## config.mk

```make
export PLATFORM = sky130hd
export DESIGN_NAME = viterbi_traceback
export DESIGN_NICKNAME = d
export VERILOG_FILES = /design/src/rtl/viterbi_pkg.sv /design/src/rtl/tb_survivor_mem.sv /design/src/rtl/viterbi_traceback.sv
export SDC_FILE = /design/constraint.sdc
export NUM_CORES = 1
export LEC_CHECK = 0
export CAP_MARGIN = 0
export CELL_PAD_IN_SITES_DETAIL_PLACEMENT = 1
export CELL_PAD_IN_SITES_GLOBAL_PLACEMENT = 2
export CORE_MARGIN = 4
export CORE_UTILIZATION = 42
export CTS_CLUSTER_DIAMETER = 100
export DETAILED_ROUTE_END_ITERATION = 10
export PLACE_DENSITY_LB_ADDON = 0.15
export SLEW_MARGIN = 5
export SYNTH_ARGS = -nofsm -noshare
export SYNTH_HDL_FRONTEND = slang
export SYNTH_SLANG_ARGS = --single-unit
```

## constraint.sdc

```tcl
create_clock -name i_clk -period 2.35 [get_ports i_clk]
set_input_delay 0.235 -clock i_clk [delete_from_list [all_inputs] [get_ports i_clk]]
set_output_delay 0.235 -clock i_clk [all_outputs]
set_load 0.01 [all_outputs]
```

## src/rtl/viterbi_pkg.sv

```systemverilog
// rtl/viterbi_pkg.sv - shared defaults, types and FSM encoding for the Viterbi traceback unit
package viterbi_pkg;

  localparam int DEF_NUM_STATE = 4;
  localparam int DEF_FRAME_LEN = 8;
  localparam int DEF_M         = $clog2(DEF_NUM_STATE);

  typedef logic [DEF_M-1:0]         state_t;
  typedef logic [DEF_NUM_STATE-1:0] dec_t;

  typedef enum logic [1:0] {
    WRITE,
    TRACE,
    OUTPUT
  } tb_fsm_e;

endpackage

```

## src/rtl/tb_survivor_mem.sv

```systemverilog
// rtl/tb_survivor_mem.sv - one frame of per-state survivor decisions, sync write / comb read
module tb_survivor_mem
  import viterbi_pkg::*;
#(
  parameter int NUM_STATE = DEF_NUM_STATE,
  parameter int FRAME_LEN = DEF_FRAME_LEN,
  localparam int AW = $clog2(FRAME_LEN)
) (
  input  logic                 i_clk,
  input  logic                 i_rst,
  input  logic                 i_wr_en,
  input  logic [AW-1:0]        i_wr_addr,
  input  logic [NUM_STATE-1:0] i_wr_data,
  input  logic [AW-1:0]        i_rd_addr,
  output logic [NUM_STATE-1:0] o_rd_data
);

  logic [NUM_STATE-1:0] mem [FRAME_LEN];

  always_ff @(posedge i_clk or posedge i_rst) begin
    if (i_rst) begin
      for (int i = 0; i < FRAME_LEN; i++) begin
        mem[i] <= '0;
      end
    end else if (i_wr_en) begin
      mem[i_wr_addr] <= i_wr_data;
    end
  end

  assign o_rd_data = mem[i_rd_addr];

endmodule

```

## src/rtl/viterbi_traceback.sv

```systemverilog
// rtl/viterbi_traceback.sv - traceback from best final state, serial decoded bits oldest first
// Optional sticky o_overflow (vector offered while not ready) when VITERBI_TB_OVF_EN is defined.
module viterbi_traceback
  import viterbi_pkg::*;
#(
  parameter int NUM_STATE = DEF_NUM_STATE,
  parameter int FRAME_LEN = DEF_FRAME_LEN,
  localparam int M  = $clog2(NUM_STATE),
  localparam int PW = $clog2(FRAME_LEN)
) (
  input  logic                 i_clk,
  input  logic                 i_rst,
  input  logic                 i_dec_valid,
  input  logic [NUM_STATE-1:0] i_dec,
  input  logic [M-1:0]         i_best_state,
  output logic                 o_ready,
  output logic                 o_valid,
  output logic                 o_bit,
  output logic                 o_busy
`ifdef VITERBI_TB_OVF_EN
  ,
  output logic                 o_overflow
`endif
);

  localparam logic [PW-1:0] LAST_PTR = PW'(FRAME_LEN - 1);

  tb_fsm_e              state_q, state_d;
  logic [PW-1:0]        wr_ptr, tb_ptr, rd_ptr;
  logic [M-1:0]         tb_state, tb_pred;
  logic [FRAME_LEN-1:0] bitbuf;
  logic                 last_bit;
  logic                 mem_wr_en;
  logic                 pred_bit;
  logic [NUM_STATE-1:0] rd_data;

  tb_survivor_mem #(
    .NUM_STATE(NUM_STATE),
    .FRAME_LEN(FRAME_LEN)
  ) u_mem (
    .i_clk    (i_clk),
    .i_rst    (i_rst),
    .i_wr_en  (mem_wr_en),
    .i_wr_addr(wr_ptr),
    .i_wr_data(i_dec),
    .i_rd_addr(tb_ptr),
    .o_rd_data(rd_data)
  );

  // The bit shifted out of the state register is recovered from the survivor decision.
  assign pred_bit = rd_data[tb_state];

  generate
    if (M > 1) begin : g_pred_shift
      assign tb_pred = {tb_state[M-2:0], pred_bit};
    end else begin : g_pred_single
      assign tb_pred = pred_bit;
    end
  endgenerate

  always_ff @(posedge i_clk or posedge i_rst) begin
    if (i_rst) begin
      state_q <= WRITE;
    end else begin
      state_q <= state_d;
    end
  end

  always_comb begin
    state_d   = state_q;
    o_ready   = 1'b0;
    o_valid   = 1'b0;
    o_busy    = 1'b0;
    mem_wr_en = 1'b0;
    unique case (state_q)
      WRITE: begin
        o_ready   = 1'b1;
        mem_wr_en = i_dec_valid;
        if (i_dec_valid && (wr_ptr == LAST_PTR)) begin
          state_d = TRACE;
        end
      end
      TRACE: begin
        o_busy = 1'b1;
        if (tb_ptr == '0) begin
          state_d = OUTPUT;
        end
      end
      OUTPUT: begin
        o_busy  = 1'b1;
        o_valid = 1'b1;
        if (rd_ptr == LAST_PTR) begin
          state_d = WRITE;
        end
      end
      default: state_d = WRITE;
    endcase
  end

  always_ff @(posedge i_clk or posedge i_rst) begin
    if (i_rst) begin
      wr_ptr   <= '0;
      tb_ptr   <= '0;
      rd_ptr   <= '0;
      tb_state <= '0;
      bitbuf   <= '0;
      last_bit <= 1'b0;
    end else begin
      unique case (state_q)
        WRITE: begin
          if (i_dec_valid) begin
            if (wr_ptr == LAST_PTR) begin
              wr_ptr   <= '0;
              tb_state <= i_best_state;
              tb_ptr   <= LAST_PTR;
            end else begin
              wr_ptr <= wr_ptr + 1'b1;
            end
          end
        end
        TRACE: begin
          bitbuf[tb_ptr] <= tb_state[M-1];
          tb_state       <= tb_pred;
          if (tb_ptr == '0) begin
            rd_ptr <= '0;
          end else begin
            tb_ptr <= tb_ptr - 1'b1;
          end
        end
        OUTPUT: begin
          last_bit <= bitbuf[rd_ptr];
          if (rd_ptr == LAST_PTR) begin
            rd_ptr <= '0;
            wr_ptr <= '0;
          end else begin
            rd_ptr <= rd_ptr + 1'b1;
          end
        end
        default: ;
      endcase
    end
  end

  // Between frames the line keeps the last emitted bit rather than dropping to 0.
  assign o_bit = o_valid ? bitbuf[rd_ptr] : last_bit;

`ifdef VITERBI_TB_OVF_EN
  always_ff @(posedge i_clk or posedge i_rst) begin
    if (i_rst) begin
      o_overflow <= 1'b0;
    end else if (i_dec_valid && !o_ready) begin
      o_overflow <= 1'b1;
    end
  end
`endif

endmodule

```

Yosys cells after proc, flatten, opt, wreduce, memory -nomap -nowiden
Index checks and enable logic that the tools add are counted.
- add/sub/neg operators: 3
- $mul: 0
- div/mod/pow operators: 0
- magnitude comparators: 7
- eq/ne operators: 10
- shift operators: 0
- muxes and demuxes: 36
- bitwise operators: 2
- reduce and logical (&&, ||, !) cells: 14
- operator list (operator ; number):
    $bwmux W32 ; 1
    $mux W3 ; 8
    $pmux W3 S2 ; 3
    $bmux W4 S3 ; 1
    $demux W4 S3 ; 1
    $mux W4 ; 3
    $ne A2 B2 Y1 const B ; 6
    $mux W2 ; 5
    $reduce_and A3 Y1 ; 3
    $bwmux W8 ; 1
    $ge A4 B4 Y1 const B ; 2
    $lt A3 B4 Y1 const B ; 2
    $mux W1 ; 8
    $not A3 Y4 ; 2
    $add A3 B1 Y3 const B ; 2
    $eq A3 B3 Y1 const B ; 2
    $pmux W2 S3 ; 1
    $reduce_bool A2 Y1 ; 3
    $lt A4 B1 Y1 const B ; 1
    $pmux W2 S2 ; 1
    $reduce_and A4 Y1 ; 1
    $bmux W1 S3 ; 1
    $demux W1 S3 ; 1
    $ge A3 B1 Y1 const B ; 1
    other kinds (10) ; 12
- bits in registers: 54
- latch bits: 0
- memory bits (writable): 0
- ROM bits: 0
- output and inout bits: 4
- memories kept: 0

Longest topological paths before layout
Gate-level depths: netlist (run 1).
- depth in word-level cells: 7
- mapped depth: 7
- depth with buffers taken out: 6

By module
Synthesis (run 1) repeated with hierarchy kept, for this count alone.
- cells, all modules: 208
- area, all modules: 2812.7 sq um
- modules (own cells, without submodules) (module ; times used ; cells an instance ; area each (sq um) ; seq. area each (sq um)):
    tb_survivor_mem ; 1 ; 87 ; 1536.5 ; 800.8
    viterbi_traceback ; 1 ; 121 ; 1276.2 ; 550.5

Worst setup path after synthesis (run 1)
Ideal clock, no wire load.
- kind: register to register
- start: register state_q[0]
- end: register u_mem.mem[12] (netlist bit)
- arrival time: 1644 ps
- data required time: 2225 ps
- setup slack: 581 ps
- stages on the path, launching flop included: 7
- path buffers: 1
- period minus slack after synthesis: 1769 ps
- cells stage by stage: dfrtp_1 > inv_1 > ha_1 > buf_2 > nand3b_1 > nor2_1 > mux2_2
- longest elaborated chain between the ends: 2
- ends and longest elaborated chain (item ; line ; RTL):
    start: declaration ; viterbi_traceback.sv:28 ; tb_fsm_e state_q, state_d;
    start signal: assignment ; viterbi_traceback.sv:65 ; state_q <= state_d;
    $logic_not A2 Y1 ; viterbi_traceback.sv:75 ; unique case (state_q)
    $mux W1 ; viterbi_traceback.sv:75 ;
    end signal: indexed assignment ; tb_survivor_mem.sv:26 ; mem[i_wr_addr] <= i_wr_data;
    end: declaration ; tb_survivor_mem.sv:18 ; logic [NUM_STATE-1:0] mem [FRAME_LEN];
No other way between the ends.
A chain may end at the register's enable or synchronous reset.

Final worst setup path (run 1)
- start: register rd_ptr[0]
- end: output o_bit
- longest elaborated chain between the ends: 3
- ends and longest elaborated chain (item ; line ; RTL):
    start: declaration ; viterbi_traceback.sv:29 ; logic [PW-1:0] wr_ptr, tb_ptr, rd_ptr;
    start signal: assignment ; viterbi_traceback.sv:136 ; rd_ptr <= rd_ptr + 1'b1;
    $bmux W1 S3 ; viterbi_traceback.sv:145 ; assign o_bit = o_valid ? bitbuf[rd_ptr] : last_bit;
    $mux W1 (not written as such) ; viterbi_traceback.sv:145 ;
    $mux W1 ; viterbi_traceback.sv:145 ;
    end: declaration ; viterbi_traceback.sv:18 ; output logic o_bit,
No other way between the ends. The select of a mux whose other input is x is not followed.

==> out/results.ini, run 1 <==
[cells_and_area]
drive_above_1_share_pct = 29.34
postLayoutCellArea_sq_um = 3192
final_nets = 261
antenna_cells = 0
utilization_pct = 49.42
syn2layout_area_growth_pct = 11.74
fill_cells = 658

[run_status]
status = finished, final reports clean

[timing]
tightest_slew_ps = 661.9
setup_viol = 0
setup_ws_ps = 107.6
fin_setup_tns_ps = 0
period_share_pct = 95.42
clock_skew_ps = 5.252
rsz0062_at_grt = no
fmax_mhz = 446.0
relSlewSlack_pct = 55.88
slew_viol_final = 0
finalHoldViolations = 0
fin_crit_ps = 2242

[power]
power.density_nw_per_um2 = 1276
irDropWorstVdd_mv = 0.5245
power.internal_uw = 2597
pwr-share-comb_pct = 42.8
swShare_pct = 36.25
p_switching_uw = 1477
power_frac_seq_pct = 41.9
clockPowerShare_pct = 15.3
power.leakage_uw = 0.001436

[yosys]
ys_types = 46
synth-main-ff-cell = dfrtp_1
ys_seq_area_share_pct = 47.31
async_flop_share_pct = 100.0
synthTopCellsByArea = dfrtp_1 47%, mux2_2 14%, ha_1 4.4%
synth_cells = 224
yosysWarnings = 0
yosysTopAreaCell = dfrtp_1
synth-seq-cells = 54
netlist_area_sq_um = 2856
syn_avg_cell_area_sq_um = 12.75
synth_nets = 243
yosys.area.top_type_share_pct = 47.31
synth-edff-count = 0

[clocking]
numCtsBuffers = 5
cts_tree = done
post_cts_buffers = 0
path_clk_slew_ps = 100
clockRootBuffer = clkbuf_8
clock-sinks = 54
clkLatencyLatePin_ps = 310
hold_buffers = 0
clk_path_buf_depth = 2
h-tree-depth = 2

[placed_design]
routabilityCongestion = 0.7811
dp_hpwl_mm = 4.650
place_area_sq_um = 3083
place_ws_ps = 330.0
portBuffers = 12

[global_route]
grt_pass1_wl_mm = 10.87
grt_max_degree = 55
antenna_found_initial = 0
grt_usage_pct = 16.67
grt_overflow = 0
grt_pass1_vias = 2085

[floorplan]
core_sq_um = 6459
initial_core_util_pct = 44.23
ios = 13
die_w_microns = 90.47
fp.dieH_microns = 90.47
dieArea_sq_um = 8185
core.rowCount = 29

[worst_setup_path]
cp.required_ps = 2120
cp.arrival_ps = 2010
endpoint_kind = output port
setup.worst_path.class = reg2out
path_max_fanout = 5
cp-start-kind = flop

[routing]
drt-wirelength-per-cell_microns = 19.96
wl_met1_mm = 2.819
antenna_left = 0
vias = 1844
drtIter0Drc = 60
dr_wl_met3_microns = 123
routed_wl_mm = 6.368
wl_met2_mm = 3.348
drc = 0
drt_first_pass_iters = 3
highest_layer = met4
routed_via_density = 5.781

[flow_run]
drv_cap = 0

[worst_hold_path]
min_path_type = in2async

## kinds of logic (layout without fill, tap and decap cells)
kind of cell               count (synthesis)  after routing  share of synthesized area (%)
muxes                                     57             57                          25.67
DFF                                       54             54                          47.31
and+or+nand+nor                           52             52                          10.38
AOI/OAI and AO/OA                         31             31                          8.411
buffers and inverters                     20             38                          3.855
adders and majority gates                 10             10                          4.380
## power groups by stage
stage | Clock [uW] | Combinational [uW] | Sequential, uW
6_report | 624 | 1740 | 1710
3_3_place_gp | 0 | 1680 | 1690
3_5_place_dp | 0 | 1750 | 1730
5_1_grt | 675 | 1930 | 1770
4_1_cts | 638 | 1770 | 1710
2_1_floorplan | 0 | 1450 | 1520
## layer usage
metal	GRT usage, %	vias up
met4	4.464	0
met3	2.833	10
met5	0	-
li1	-	861
met1	21.44	957
met2	28.91	16
## worst max-delay path, stage by stage, from the launching register on
cell and delay (ps):
dfrtp_2 440, mux4_2 520, mux2i_1 150, a21oi_1 100, clkdlybuf4s50_1 490
## synthesized netlist by cell type, drive strengths merged (2+ instances only)
cell and instances:
or3 2, mux2i 5, o32ai 2, dfrtp 54, nor2 13, mux2 45, a21oi 4, a2bb2oi 2
nor3 4, mux4 7, inv 10, nand3 2, a32o 3, and2 2, a22o 3, nand3b 4
ha 10, nand2b 6, buf 8, a32oi 2, nand2 14, o21ai 7
## what timing repair did
action                     CTS  global route
hold endpoints to repair     0             0
gates resized for setup      0             1
setup endpoints to repair    0             1
## registers in the layout, indices dropped and copies added (netlist names)
| signal | cells |
|---|---|
| last_bit | 1 |
| wr_ptr | 3 |
| tb_ptr | 3 |
| rd_ptr | 3 |
| tb_state | 2 |
| bitbuf | 8 |
| u_mem.mem | 32 |
| state_q | 2 |
## final timing paths
kind,from,end,slack (ps),depth (start not counted)
max,rd_ptr[0],o_bit,110,4
min,i_rst,u_mem.mem[7],270,3
max reg2reg,state_q[1],u_mem.mem[25],360,5
min reg2reg,bitbuf[3],bitbuf[3],500,1
max in group asynchronous,i_rst,rd_ptr[0],1810,3
min in group i_clk,bitbuf[3],bitbuf[3],500,1
## layout make-up
type / count / area (sq um) / share of cell area, %
Inverter: 10 / 40.04 / 1.254
Timing Repair Buffer: 21 / 200.2 / 6.272
Tap cell: 77 / 96.34 / 3.018
Clock buffer: 5 / 68.82 / 2.156
Clock inverter: 2 / 38.79 / 1.215
Multi-Input combinational cell: 150 / 1395 / 43.71
Sequential cell: 54 / 1353 / 42.38
## cell usage in the layout, fill, tap and decap left out, types with 2 or more instances in the layout
cell type / instances
o21ai_0: 6
o32ai_1: 2
and2_1: 2
nor3_1: 2
mux2_1: 7
dfrtp_1: 53
a2bb2oi_1: 2
a21oi_1: 4
mux2_2: 35
buf_4: 8
mux4_1: 2
mux2i_1: 5
nand2_1: 14
clkdlybuf4s50_1: 12
mux4_2: 5
nand2b_1: 6
clkbuf_8: 5
nand3b_1: 4
nand3_1: 2
nor2_1: 13
nor3_2: 2
ha_1: 10
a32o_1: 3
a32oi_1: 2
mux2_4: 3
inv_2: 3
inv_1: 6
or3_1: 2
a22o_1: 3
## through the flow
stage	power [uW]	hold WS (ps)	instances
2_1_floorplan	2973	358.0	224
3_3_place_gp	3365	464.1	312
3_5_place_dp	3475	483.7	312
4_1_cts	4114	293.8	319
5_1_grt	4373	310.6	319
6_report	4074	273.1	319
No activity file was read; power rests on OpenSTA's default activity.
==> run 2: changes to the inputs <==
--- a/config.mk
+++ b/config.mk
@@ -12,7 +12,8 @@
 export CORE_UTILIZATION = 42
 export CTS_CLUSTER_DIAMETER = 100
 export DETAILED_ROUTE_END_ITERATION = 10
-export PLACE_DENSITY_LB_ADDON = 0.15
+export GPL_TIMING_DRIVEN = 0
+export PLACE_DENSITY_LB_ADDON = 0.05
 export SLEW_MARGIN = 5
 export SYNTH_ARGS = -nofsm -noshare
 export SYNTH_HDL_FRONTEND = slang
==> out/results.ini, run 2 (synthesized netlist as in run 1, its figures left out) <==
[cells_and_area]
antenna_cells = 0
reg_top3 = u_mem.mem x32, bitbuf x8
seqCellArea_sq_um = 1351
largest_reg_flops = 32
instances_no_fill = 321
postLayoutCellArea_sq_um = 3187
multiInputGateArea_sq_um = 1400
syn2layout_area_growth_pct = 11.56
final_cell_mix = 54 x dfrtp_1, 35 x mux2_2, 14 x nand2_1, 11 x nor2_1, 11 x clkdlybuf4s50_1
final_nets = 263
drive_above_1_share_pct = 29.92
fill_cells = 661
final_common_cell = dfrtp_1
top_register = u_mem.mem

[power]
swShare_pct = 37.55
pwr-share-comb_pct = 47.1
power.leakage_uw = 0.001450
p_switching_uw = 1512
irDropWorstVdd_mv = 0.4680
power.density_nw_per_um2 = 1264
power.internal_uw = 2515
clockPowerShare_pct = 12.9
power_frac_seq_pct = 40.0
power_uw = 4027

[worst_setup_path]
cp_top_family = simple AND/OR/NAND/NOR gates
cp.arrival_ps = 2390
worst-path-buf-inv = 2
cp_cell_sequence = inv_1 -> ha_1 -> buf_2 -> nand3b_1 -> nor2_1 -> mux2_2
critPathMaxStageDelay_ps = 410
setup.worst_path.class = reg2reg
endpoint_kind = flop
path_max_fanout = 10
slowest_stage = dfrtp_1
cp-start-kind = flop
cp.required_ps = 2550

[routing]
drt_first_pass_iters = 4
dr_wl_met3_microns = 272
wl_met1_mm = 2.955
drc = 0
routed_wl_mm = 6.767
wl_met2_mm = 3.446
drtIter0Drc = 82
drt-wirelength-per-cell_microns = 21.08
highest_layer = met4
vias = 1869
antenna_left = 0
routed_via_density = 5.822

[timing]
fin_crit_ps = 2196
slew_viol_final = 0
rsz0062_at_grt = no
clock_skew_ps = 9.833
period_share_pct = 93.46
relSlewSlack_pct = 62.07
tightest_slew_ps = 565.9
fmax_mhz = 455.3
setup_viol = 0
finalHoldViolations = 0
holdWs_ps = 210.4
fin_setup_tns_ps = 0

[placed_design]
place_area_sq_um = 3093
routabilityCongestion = 0.7682
dp_cells = 314
portBuffers = 12
dp_hpwl_mm = 5.104

[clocking]
numCtsBuffers = 5
clock-sinks = 54
h-tree-depth = 2
cts_tree = done
clockRootBuffer = clkbuf_8
clkLatencyLatePin_ps = 310
post_cts_buffers = 0
clk_path_buf_depth = 2
path_clk_slew_ps = 100

[run_status]
status = finished, final reports clean

[global_route]
grt_overflow = 0
grt_pass1_vias = 2042
grt_usage_pct = 17.09
antenna_found_initial = 0
grt_pass1_wl_mm = 10.96
grt_max_degree = 42

[worst_hold_path]
min_path_type = in2async

[floorplan]
initial_core_util_pct = 44.23
core.rowCount = 29
die_w_microns = 90.47
core_sq_um = 6459
ios = 13
fp.dieH_microns = 90.47
dieArea_sq_um = 8185

[flow_run]
drv_cap = 0

==> run 2: layout make-up <==
cell class	count	area share, %
buffer	10	2.316
clock buffer	5	2.159
clock inverter	2	0.4319
inverter	10	1.256
multi-input combinational	150	43.93
sequential	54	42.40
tap	77	3.023
timing repair buffer	13	4.476
==> run 2: power groups by stage <==
stage                     clock network (uW)  logic, uW  registers [uW]
final                                    519       1900            1610
after global routing                     572       2070            1670
after CTS                                534       1920            1620
after detailed placement                   0       1910            1640
after global placement                     0       1800            1580
after floorplan                            0       1450            1520
==> run 2: through the flow <==
step	util [%]	worst slack, ps
CTS	49.19	21.51
finish	49.34	153.7
global placement	47.58	-122.7
global route	49.34	33.63
floorplan	-	581.2
detailed placement	47.89	82.23
==> run 2: path summary, 6_finish.rpt <==
| kind | start | end | slack, ps | cells after the start |
|---|---|---|---|---|
| setup / recovery | state_q[0] | u_mem.mem[13] | 150 | 6 |
| hold / removal | i_rst | u_mem.mem[1] | 210 | 2 |
| setup reg to reg | state_q[0] | u_mem.mem[13] | 150 | 6 |
| hold reg to reg | u_mem.mem[22] | u_mem.mem[22] | 510 | 1 |
| max in group asynchronous | i_rst | u_mem.mem[8] | 1600 | 3 |
| min in group i_clk | u_mem.mem[22] | u_mem.mem[22] | 510 | 1 |
==> run 2: worst reg2reg max path, delay by kind of cell (launching register included) <==
kind	cells	cell delay (ps)
adders and majority gates	1	360
buffers and inverters	2	390
DFF	1	410
muxes	1	400
and+or+nand+nor	2	540
==> run 2: what timing repair did <==
| item | in CTS | in global routing |
|---|---|---|
| resized for setup | 1 | 5 |
| hold buffers | 0 | 0 |
| endpoints found under the setup margin | 1 | 9 |
| pin swaps | 0 | 0 |
==> run 2: per-layer routing <==
metal  GRT usage (%)  vias to the layer above
met4           5.612                        0
met3           3.500                        8
met5               0                        -
li1                -                      859
met1           21.23                      962
met2           29.59                       40
